### config.mk
export PLATFORM = sky130hd
export DESIGN_NAME = rom_writer_flat
export DESIGN_NICKNAME = d
export VERILOG_FILES = /design/src/rtl/rom_writer_if.sv /design/src/rtl/rom_writer.sv /design/src/flat_wrapper.sv
export SDC_FILE = /design/constraint.sdc
export NUM_CORES = 1
export LEC_CHECK = 0
export ABC_CLOCK_PERIOD_IN_PS = 4500
export CAP_MARGIN = 25
export CORE_MARGIN = 3
export CORE_UTILIZATION = 38
export DETAILED_ROUTE_END_ITERATION = 7
export PLACE_DENSITY = 0.66
export SLEW_MARGIN = 30
export SYNTH_ARGS = -nofsm -noshare
export SYNTH_HDL_FRONTEND = slang
export SYNTH_SLANG_ARGS = --single-unit
### constraint.sdc
create_clock -name clk -period 4.5 [get_ports clk]
set_input_delay 0.45 -clock clk [delete_from_list [all_inputs] [get_ports clk]]
set_output_delay 0.45 -clock clk [all_outputs]
set_load 0.05 [all_outputs]
### src/rtl/rom_writer_if.sv
// rtl/rom_writer_if.sv - host request and PROM socket signals of the rom_writer programmer.
interface rom_writer_if #(
    parameter int DATA_WIDTH    = 8,
    parameter int ADDRESS_WIDTH = 9
);
    logic                     start;
    logic [ADDRESS_WIDTH-1:0] address_in;
    logic [DATA_WIDTH-1:0]    data_in;
    logic [DATA_WIDTH-1:0]    data_line_in;
    logic [3:0]               operation;
    logic [ADDRESS_WIDTH-1:0] address_line;
    logic [DATA_WIDTH-1:0]    program_line;
    logic                     busy;
    logic                     done;
    logic                     error;

    modport master (
        output start, address_in, data_in, data_line_in,
        input  operation, address_line, program_line, busy, done, error
    );

    modport slave (
        input  start, address_in, data_in, data_line_in,
        output operation, address_line, program_line, busy, done, error
    );
endinterface

### src/rtl/rom_writer.sv
// rtl/rom_writer.sv - fusible PROM word programmer; ROM_WRITER_RETRY_EN enables re-pulsing a bit up to MAX_ATTEMPTS times.
module rom_writer #(
    parameter int DATA_WIDTH    = 8,
    parameter int ADDRESS_WIDTH = 9,
    parameter int PULSE_CYCLES  = 500,
    parameter int SETTLE_CYCLES = 4,
    parameter int MAX_ATTEMPTS  = 8
) (
    input  logic     clk,
    input  logic     reset_n,
    rom_writer_if.slave bus
);
    localparam int TMAX = (PULSE_CYCLES > SETTLE_CYCLES) ? PULSE_CYCLES : SETTLE_CYCLES;
    localparam int TW   = $clog2(TMAX + 1);
    localparam int IW   = (DATA_WIDTH > 1) ? $clog2(DATA_WIDTH) : 1;

    typedef enum logic [2:0] {
        IDLE, SETTLE, CHECK, SELECT, PULSE, RECOVER, DONE, FAIL
    } state_t;

    state_t                   state, next_state;
    logic [ADDRESS_WIDTH-1:0] addr_q;
    logic [DATA_WIDTH-1:0]    target_q;
    logic [DATA_WIDTH-1:0]    rb_q;
    logic [TW-1:0]            timer;
    logic                     error_q;
    logic [IW-1:0]            pulse_idx;
    logic [IW-1:0]            sel_idx;
    logic [DATA_WIDTH-1:0]    need;
    logic                     sel_fail;

`ifdef ROM_WRITER_RETRY_EN
    localparam int AW = $clog2(MAX_ATTEMPTS + 1);
    logic [AW-1:0] attempts;
    logic [AW-1:0] attempts_base;
    logic          pulse_valid;
`else
    logic [DATA_WIDTH-1:0] pulsed;
`endif

    // Lowest target bit still reading unblown in the last readback.
    always_comb begin
        need    = target_q & ~rb_q;
        sel_idx = '0;
        for (int k = DATA_WIDTH - 1; k >= 0; k--) begin
            if (need[k]) sel_idx = IW'(k);
        end
    end

`ifdef ROM_WRITER_RETRY_EN
    always_comb begin
        attempts_base = (pulse_valid && pulse_idx == sel_idx) ? attempts : '0;
        sel_fail      = (attempts_base == AW'(MAX_ATTEMPTS));
    end
`else
    always_comb begin
        sel_fail = pulsed[sel_idx];
    end
`endif

    always_comb begin
        next_state = state;
        case (state)
            IDLE:            if (bus.start) next_state = SETTLE;
            SETTLE, RECOVER: if (timer == '0) next_state = CHECK;
            CHECK: begin
                if (|(bus.data_line_in & ~target_q))  next_state = FAIL;
                else if (bus.data_line_in == target_q) next_state = DONE;
                else                                   next_state = SELECT;
            end
            SELECT:          next_state = sel_fail ? FAIL : PULSE;
            PULSE:           if (timer == '0) next_state = RECOVER;
            DONE, FAIL:      next_state = IDLE;
            default:         next_state = IDLE;
        endcase
    end

    always_ff @(posedge clk or negedge reset_n) begin
        if (!reset_n) begin
            state     <= IDLE;
            addr_q    <= '0;
            target_q  <= '0;
            rb_q      <= '0;
            timer     <= '0;
            error_q   <= 1'b0;
            pulse_idx <= '0;
`ifdef ROM_WRITER_RETRY_EN
            attempts    <= '0;
            pulse_valid <= 1'b0;
`else
            pulsed      <= '0;
`endif
        end else begin
            state <= next_state;
            if (state != next_state) begin
                case (next_state)
                    SETTLE, RECOVER: timer <= TW'(SETTLE_CYCLES - 1);
                    PULSE:           timer <= TW'(PULSE_CYCLES - 1);
                    default:         timer <= '0;
                endcase
            end else if (timer != '0) begin
                timer <= timer - 1'b1;
            end
            if (state == IDLE && bus.start) begin
                addr_q   <= bus.address_in;
                target_q <= bus.data_in;
                error_q  <= 1'b0;
`ifdef ROM_WRITER_RETRY_EN
                attempts    <= '0;
                pulse_valid <= 1'b0;
`else
                pulsed      <= '0;
`endif
            end
            if (state == CHECK) rb_q <= bus.data_line_in;
            if (state == SELECT && !sel_fail) begin
                pulse_idx <= sel_idx;
`ifdef ROM_WRITER_RETRY_EN
                attempts    <= attempts_base + 1'b1;
                pulse_valid <= 1'b1;
`else
                pulsed[sel_idx] <= 1'b1;
`endif
            end
            if (next_state == FAIL) error_q <= 1'b1;
        end
    end

    // Chip-facing lines decode straight from state so reset releases them instantly.
    always_comb begin
        bus.operation    = 4'b0000;
        bus.program_line = '0;
        case (state)
            SETTLE, CHECK, SELECT, RECOVER: bus.operation = 4'b1100;
            PULSE: begin
                bus.operation    = 4'b1111;
                bus.program_line = DATA_WIDTH'(1) << pulse_idx;
            end
            default: bus.operation = 4'b0000;
        endcase
    end

    assign bus.address_line = addr_q;
    assign bus.busy         = (state == SETTLE) || (state == CHECK) || (state == SELECT)
                           || (state == PULSE) || (state == RECOVER);
    assign bus.done         = (state == DONE);
    assign bus.error        = error_q;
endmodule

### src/flat_wrapper.sv
// flat-port wrapper written by rule: the top's interface ports become plain ports
module rom_writer_flat 
#(
    parameter int DATA_WIDTH    = 8,
    parameter int ADDRESS_WIDTH = 9,
    parameter int PULSE_CYCLES  = 500,
    parameter int SETTLE_CYCLES = 4,
    parameter int MAX_ATTEMPTS  = 8
)
  (clk, reset_n, bus_start, bus_address_in, bus_data_in, bus_data_line_in, bus_operation, bus_address_line, bus_program_line, bus_busy, bus_done, bus_error);
  rom_writer_if #(.DATA_WIDTH(DATA_WIDTH), .ADDRESS_WIDTH(ADDRESS_WIDTH)) bus_i ();
  input  logic clk;
  input  logic reset_n;
  input wire logic [$bits(bus_i.start)-1:0] bus_start;
  input wire logic [$bits(bus_i.address_in)-1:0] bus_address_in;
  input wire logic [$bits(bus_i.data_in)-1:0] bus_data_in;
  input wire logic [$bits(bus_i.data_line_in)-1:0] bus_data_line_in;
  output wire logic [$bits(bus_i.operation)-1:0] bus_operation;
  output wire logic [$bits(bus_i.address_line)-1:0] bus_address_line;
  output wire logic [$bits(bus_i.program_line)-1:0] bus_program_line;
  output wire logic [$bits(bus_i.busy)-1:0] bus_busy;
  output wire logic [$bits(bus_i.done)-1:0] bus_done;
  output wire logic [$bits(bus_i.error)-1:0] bus_error;
  assign bus_i.start = bus_start;
  assign bus_i.address_in = bus_address_in;
  assign bus_i.data_in = bus_data_in;
  assign bus_i.data_line_in = bus_data_line_in;
  assign bus_operation = bus_i.operation;
  assign bus_address_line = bus_i.address_line;
  assign bus_program_line = bus_i.program_line;
  assign bus_busy = bus_i.busy;
  assign bus_done = bus_i.done;
  assign bus_error = bus_i.error;
  rom_writer #(.DATA_WIDTH(DATA_WIDTH), .ADDRESS_WIDTH(ADDRESS_WIDTH), .PULSE_CYCLES(PULSE_CYCLES), .SETTLE_CYCLES(SETTLE_CYCLES), .MAX_ATTEMPTS(MAX_ATTEMPTS)) u_core (.clk(clk), .reset_n(reset_n), .bus(bus_i));
endmodule
==> impl.org <==
** Outcome
- The flow ran to the end, and the final reports show no timing, DRC or antenna violations.

** Routing
- Top routing layer in use :: met4
- The count of nets left with antenna violations once routing finished came out at 0.
- Initial DRC Count :: 90
- WL met1 :: roughly 2500 µm
- Via density per instance :: between 5 and 6
- Detailed routing placed a total of 2470 µm of wire on met2.
- Routed Wire Length :: 5380 µm
- For this run, the detailed router's first-pass iteration total came to 4.
- The final route contains 1,921 vias.
- After detailed routing, the number of remaining DRC violations is 0.
- After detailed routing, the average wire length per cell comes to between 10 and 15 µm.
- Met3 wire length :: 343 µm

** STA
- Ratio of final minimum period to clock period :: 66.4%
- The max-slew violation count came to 0.
- The number of failing hold endpoints at the final stage is 0.
- Setup slack closes at 1.51 ns.
- Worst Tran Pin Value :: 0.826 ns
- Count of final setup violators :: 0
- Final setup TNS :: 0 ns
- Between clock sinks in the finished design, the worst skew comes to 0.00619 ns.
- Setup repair after global routing left no endpoint under its margin.
- Max Freq :: 335 MHz
- Counting I/O delays and the setup requirement, the final critical path takes 2.99 ns.
- Normalized max-slew margin :: 44.7%

** Floorplanning
- Die Area :: 8040 µm²
- Placeable core region :: 6570 µm²
- Number of I/O pins :: 52
- Core Rows :: 29
- Die extent in y :: 89.7 µm
- In this run the horizontal extent of the chip is 89.7 µm.
- Starting utilization of the core area :: between 40 and 50%

** Place
- Count of port buffers added during placement :: 51
- Cell total after placement :: 372
- DP Worst Slack :: 1.80 ns
- Post-DP HPWL :: 4000 µm
- The congestion estimate from routability-driven global placement came to 0.842.

** Worst setup path
- Standard cell with the maximum stage delay on the critical path :: sky130_fd_sc_hd__clkdlybuf4s50_1
- Data arrival, critical path :: 2.54 ns
- RR Startpoint :: u_core.state[0]
- In this run the worst setup path begins at u_core.state[1].
- In this run the worst path has a maximum fanout of 12.
- Crit-path max cell delay :: 0.82 ns
- Cells along the critical path :: nor3b_1 > nand2_1 > nor3_1 > clkdlybuf4s50_1
- The worst setup path is launched from a register.
- Required time of the critical path :: 4.05 ns
- Register-to-register path setup slack :: approximately 2.1 ns
- By startpoint and endpoint, the worst setup path is classified as reg -> out.
- The worst setup path is captured at an output pin.

** Power
- Switching Fraction :: 22.9%
- Of the total power, the clock network draws 35.8%.
- NetSw :: 178 µW
- The internal power of the cells totals about 600 µW.
- Share of power burned in registers :: slightly below 60%
- Combinational logic burns 6.2% of the power.
- LEAKAGE :: 1.44 nW
- For this design the ratio of total power to cell area is ~230 nW/µm².
- Overall power consumption :: 778 µW
- The worst-case IR drop observed on VDD is roughly 0.00014 V.

** Yosys
- The number of nets handed over by synthesis was 273.
- Portion of synthesized cell area occupied by the leading cell type :: between 40% and 50%
- Total number of yosys warnings :: 0
- Syn Std Cell Area :: 2660 µm²
- Number of register bits inferred by synthesis :: just under 50
- Synthesis instantiated 56 different standard cells from the library.
- Mapped Cells :: 236
- Each instance of the synthesized netlist takes up on average 11.3 µm².
- After synthesis, the cell types taking the most area are sky130_fd_sc_hd__dfrtp_1 (46%), sky130_fd_sc_hd__mux2_2 (11%), sky130_fd_sc_hd__ha_1 (4.2%).
- Cell accounting for the most synthesized area :: sky130_fd_sc_hd__dfrtp_1
- After synthesis, flip-flops and latches occupy 46.1% of the total area.

** Clocking
- Sinks on Clock Net :: between 40 and 50
- H-tree lvl count :: 2
- Post-CTS resize count :: 0
- Number of hold-repair buffers added at the cts stage :: 0
- Number of buffers on the longest clock path :: 2
- Clock-pin slew was measured on the worst setup and hold paths at 0.09 ns.
- Clock tree synthesis selected as its root buffer the cell sky130_fd_sc_hd__clkbuf_8.
- Number of buffers created by CTS :: 5
- Count of buffers added by post-CTS timing repair for setup :: 0
- TritonCTS built the clock tree.
- Clock insertion delay at the later pin of the skew report :: 0.31 ns

** Cells and area
- Growth of design area from synthesis to finish :: 25.3%
- Non-Filler Instances :: 380
- In the final design database the tool counted approximately 320 nets.
- Final core occ :: 50.8%
- Antenna Cells :: 0
- Cells with a size suffix above 1 make up 18.8% of the layout.

** Global route
- The first global-routing pass estimated 9040 µm of wire.
- Global-route total usage across every layer :: between 10% and 20%
- Global route overflow :: 0
- Antenna violations before repair :: 0
- Entering global routing, the biggest net connects 50 pins.
- The number of global-route vias before repair came to ~1,900.

** Hold path
- The tightest min-delay check is of the in -> async type.

** Job
- Across the run, the number of max-cap violations was 0.
==> cell usage after synthesis (all sizes together) <==
| library cell | number |
|---|---|
| nand3b | 1 |
| buf | 4 |
| mux2 | 28 |
| nor3 | 10 |
| o21bai | 3 |
| nor2 | 21 |
| a32o | 7 |
| o22a | 2 |
| or2 | 2 |
| o221a | 1 |
| clkbuf | 4 |
| and3 | 3 |
| dfrtp | 49 |
| xnor2 | 3 |
| o31ai | 2 |
| nand4 | 2 |
| a21oi | 7 |
| o21ai | 3 |
| a2bb2oi | 1 |
| nor2b | 4 |
| o311a | 1 |
| nor4 | 3 |
| a221oi | 2 |
| nand2b | 11 |
| o2bb2ai | 2 |
| nor3b | 2 |
| mux2i | 1 |
| a22oi | 1 |
| inv | 12 |
| a21o | 1 |
| a22o | 1 |
| nand3 | 4 |
| o22ai | 2 |
| o211ai | 3 |
| and2 | 1 |
| nand2 | 13 |
| a31oi | 1 |
| xor2 | 4 |
| o21a | 5 |
| ha | 9 |
==> routing by layer <==
metal / GRT usage, % / vias up
met5: 0 / -
met4: 4.06 / 0
met3: 3.74 / 8
met2: 23.1 / 48
met1: 19.6 / 920
li1: - / 945
==> through the flow <==
stage | hold slack, ns | instance area [µm²]
final | 0.130 | 3330
after global placement | 0.476 | 3230
after detailed placement | 0.481 | 3240
after global routing | 0.178 | 3330
after floorplan | 0.154 | 2660
after CTS | 0.163 | 3330
==> logic make-up (layout without fill, tap and decap cells) <==
kind of cell | count (synthesis) | count (layout) | share of synthesized area [%]
AND/OR/NAND/NOR | 77 | 77 | 16.1
flip-flops | 49 | 49 | 46.1
buffers and inverters | 20 | 71 | 3.48
adder cells (fa/ha/maj) | 9 | 9 | 4.23
XOR/XNOR | 7 | 7 | 2.30
AO/OA/AOI/OAI | 45 | 45 | 15.6
multiplexers | 29 | 29 | 12.2
==> worst paths after layout <==
| path | end | depth (start not counted) |
|---|---|---|
| setup / recovery | bus_program_line[4] | 4 |
| max in group asynchronous | u_core.bus.error | 1 |
| hold reg to reg | u_core.pulsed[1] | 1 |
| hold / removal | u_core.timer[2] | 1 |
| setup reg to reg | u_core.timer[6] | 6 |
| min in group clk | u_core.pulsed[1] | 1 |
==> cell usage in the layout (no fill, tap or decap), types with 2 or more instances in the layout <==
cell type and instances:
sky130_fd_sc_hd__a21oi_1 7, sky130_fd_sc_hd__a32o_1 7, sky130_fd_sc_hd__and3_1 3, sky130_fd_sc_hd__clkbuf_8 6
sky130_fd_sc_hd__clkdlybuf4s50_1 50, sky130_fd_sc_hd__dfrtp_1 49, sky130_fd_sc_hd__ha_1 9, sky130_fd_sc_hd__inv_1 10
sky130_fd_sc_hd__inv_2 2, sky130_fd_sc_hd__mux2_1 3, sky130_fd_sc_hd__mux2_2 25, sky130_fd_sc_hd__nand2_1 11
sky130_fd_sc_hd__nand2_2 2, sky130_fd_sc_hd__nand2b_1 7, sky130_fd_sc_hd__nand2b_2 2, sky130_fd_sc_hd__nand2b_4 2
sky130_fd_sc_hd__nand3_1 4, sky130_fd_sc_hd__nand4_1 2, sky130_fd_sc_hd__nor2_1 20, sky130_fd_sc_hd__nor2b_1 3
sky130_fd_sc_hd__nor3_1 9, sky130_fd_sc_hd__nor4_1 3, sky130_fd_sc_hd__o211ai_1 2, sky130_fd_sc_hd__o21a_1 5
sky130_fd_sc_hd__o21ai_0 2, sky130_fd_sc_hd__o21bai_1 3, sky130_fd_sc_hd__o22a_1 2, sky130_fd_sc_hd__o2bb2ai_1 2
sky130_fd_sc_hd__o31ai_1 2, sky130_fd_sc_hd__or2_2 2, sky130_fd_sc_hd__xnor2_1 3, sky130_fd_sc_hd__xor2_1 4
==> layout make-up <==
cell class	instances	area, µm²
Clock buffer	6	82.6
Fill cell	615	3230
Multi-Input combinational cell	167	1340
Tap cell	93	116
Inverter	12	45.0
Clock inverter	2	13.8
Sequential cell	49	1230
Timing Repair Buffer	51	508
==> critical path, delay by kind of cell (launching register included) <==
kind | cells | cell delay [ns]
buffers and inverters | 1 | 0.82
DFF | 1 | 0.52
and+or+nand+nor | 3 | 0.88
==> registers in the layout, summed over array words and instances, names as in the netlist <==
register                 cells
u_core.bus.address_line      9
u_core.bus.error             1
u_core.pulse_idx             3
u_core.pulsed                8
u_core.rb_q                  8
u_core.state                 3
u_core.target_q              8
u_core.timer                 9
==> power groups by stage <==
stage                     Clock [mW]  Combinational [mW]  Sequential [mW]
after floorplan                    0              0.0139            0.459
after global placement             0              0.0493            0.460
after detailed placement           0              0.0497            0.460
after CTS                      0.287              0.0499            0.451
after global routing           0.305              0.0549            0.452
final                          0.278              0.0483            0.451
Note: power is estimated with default switching activity, not from simulation.
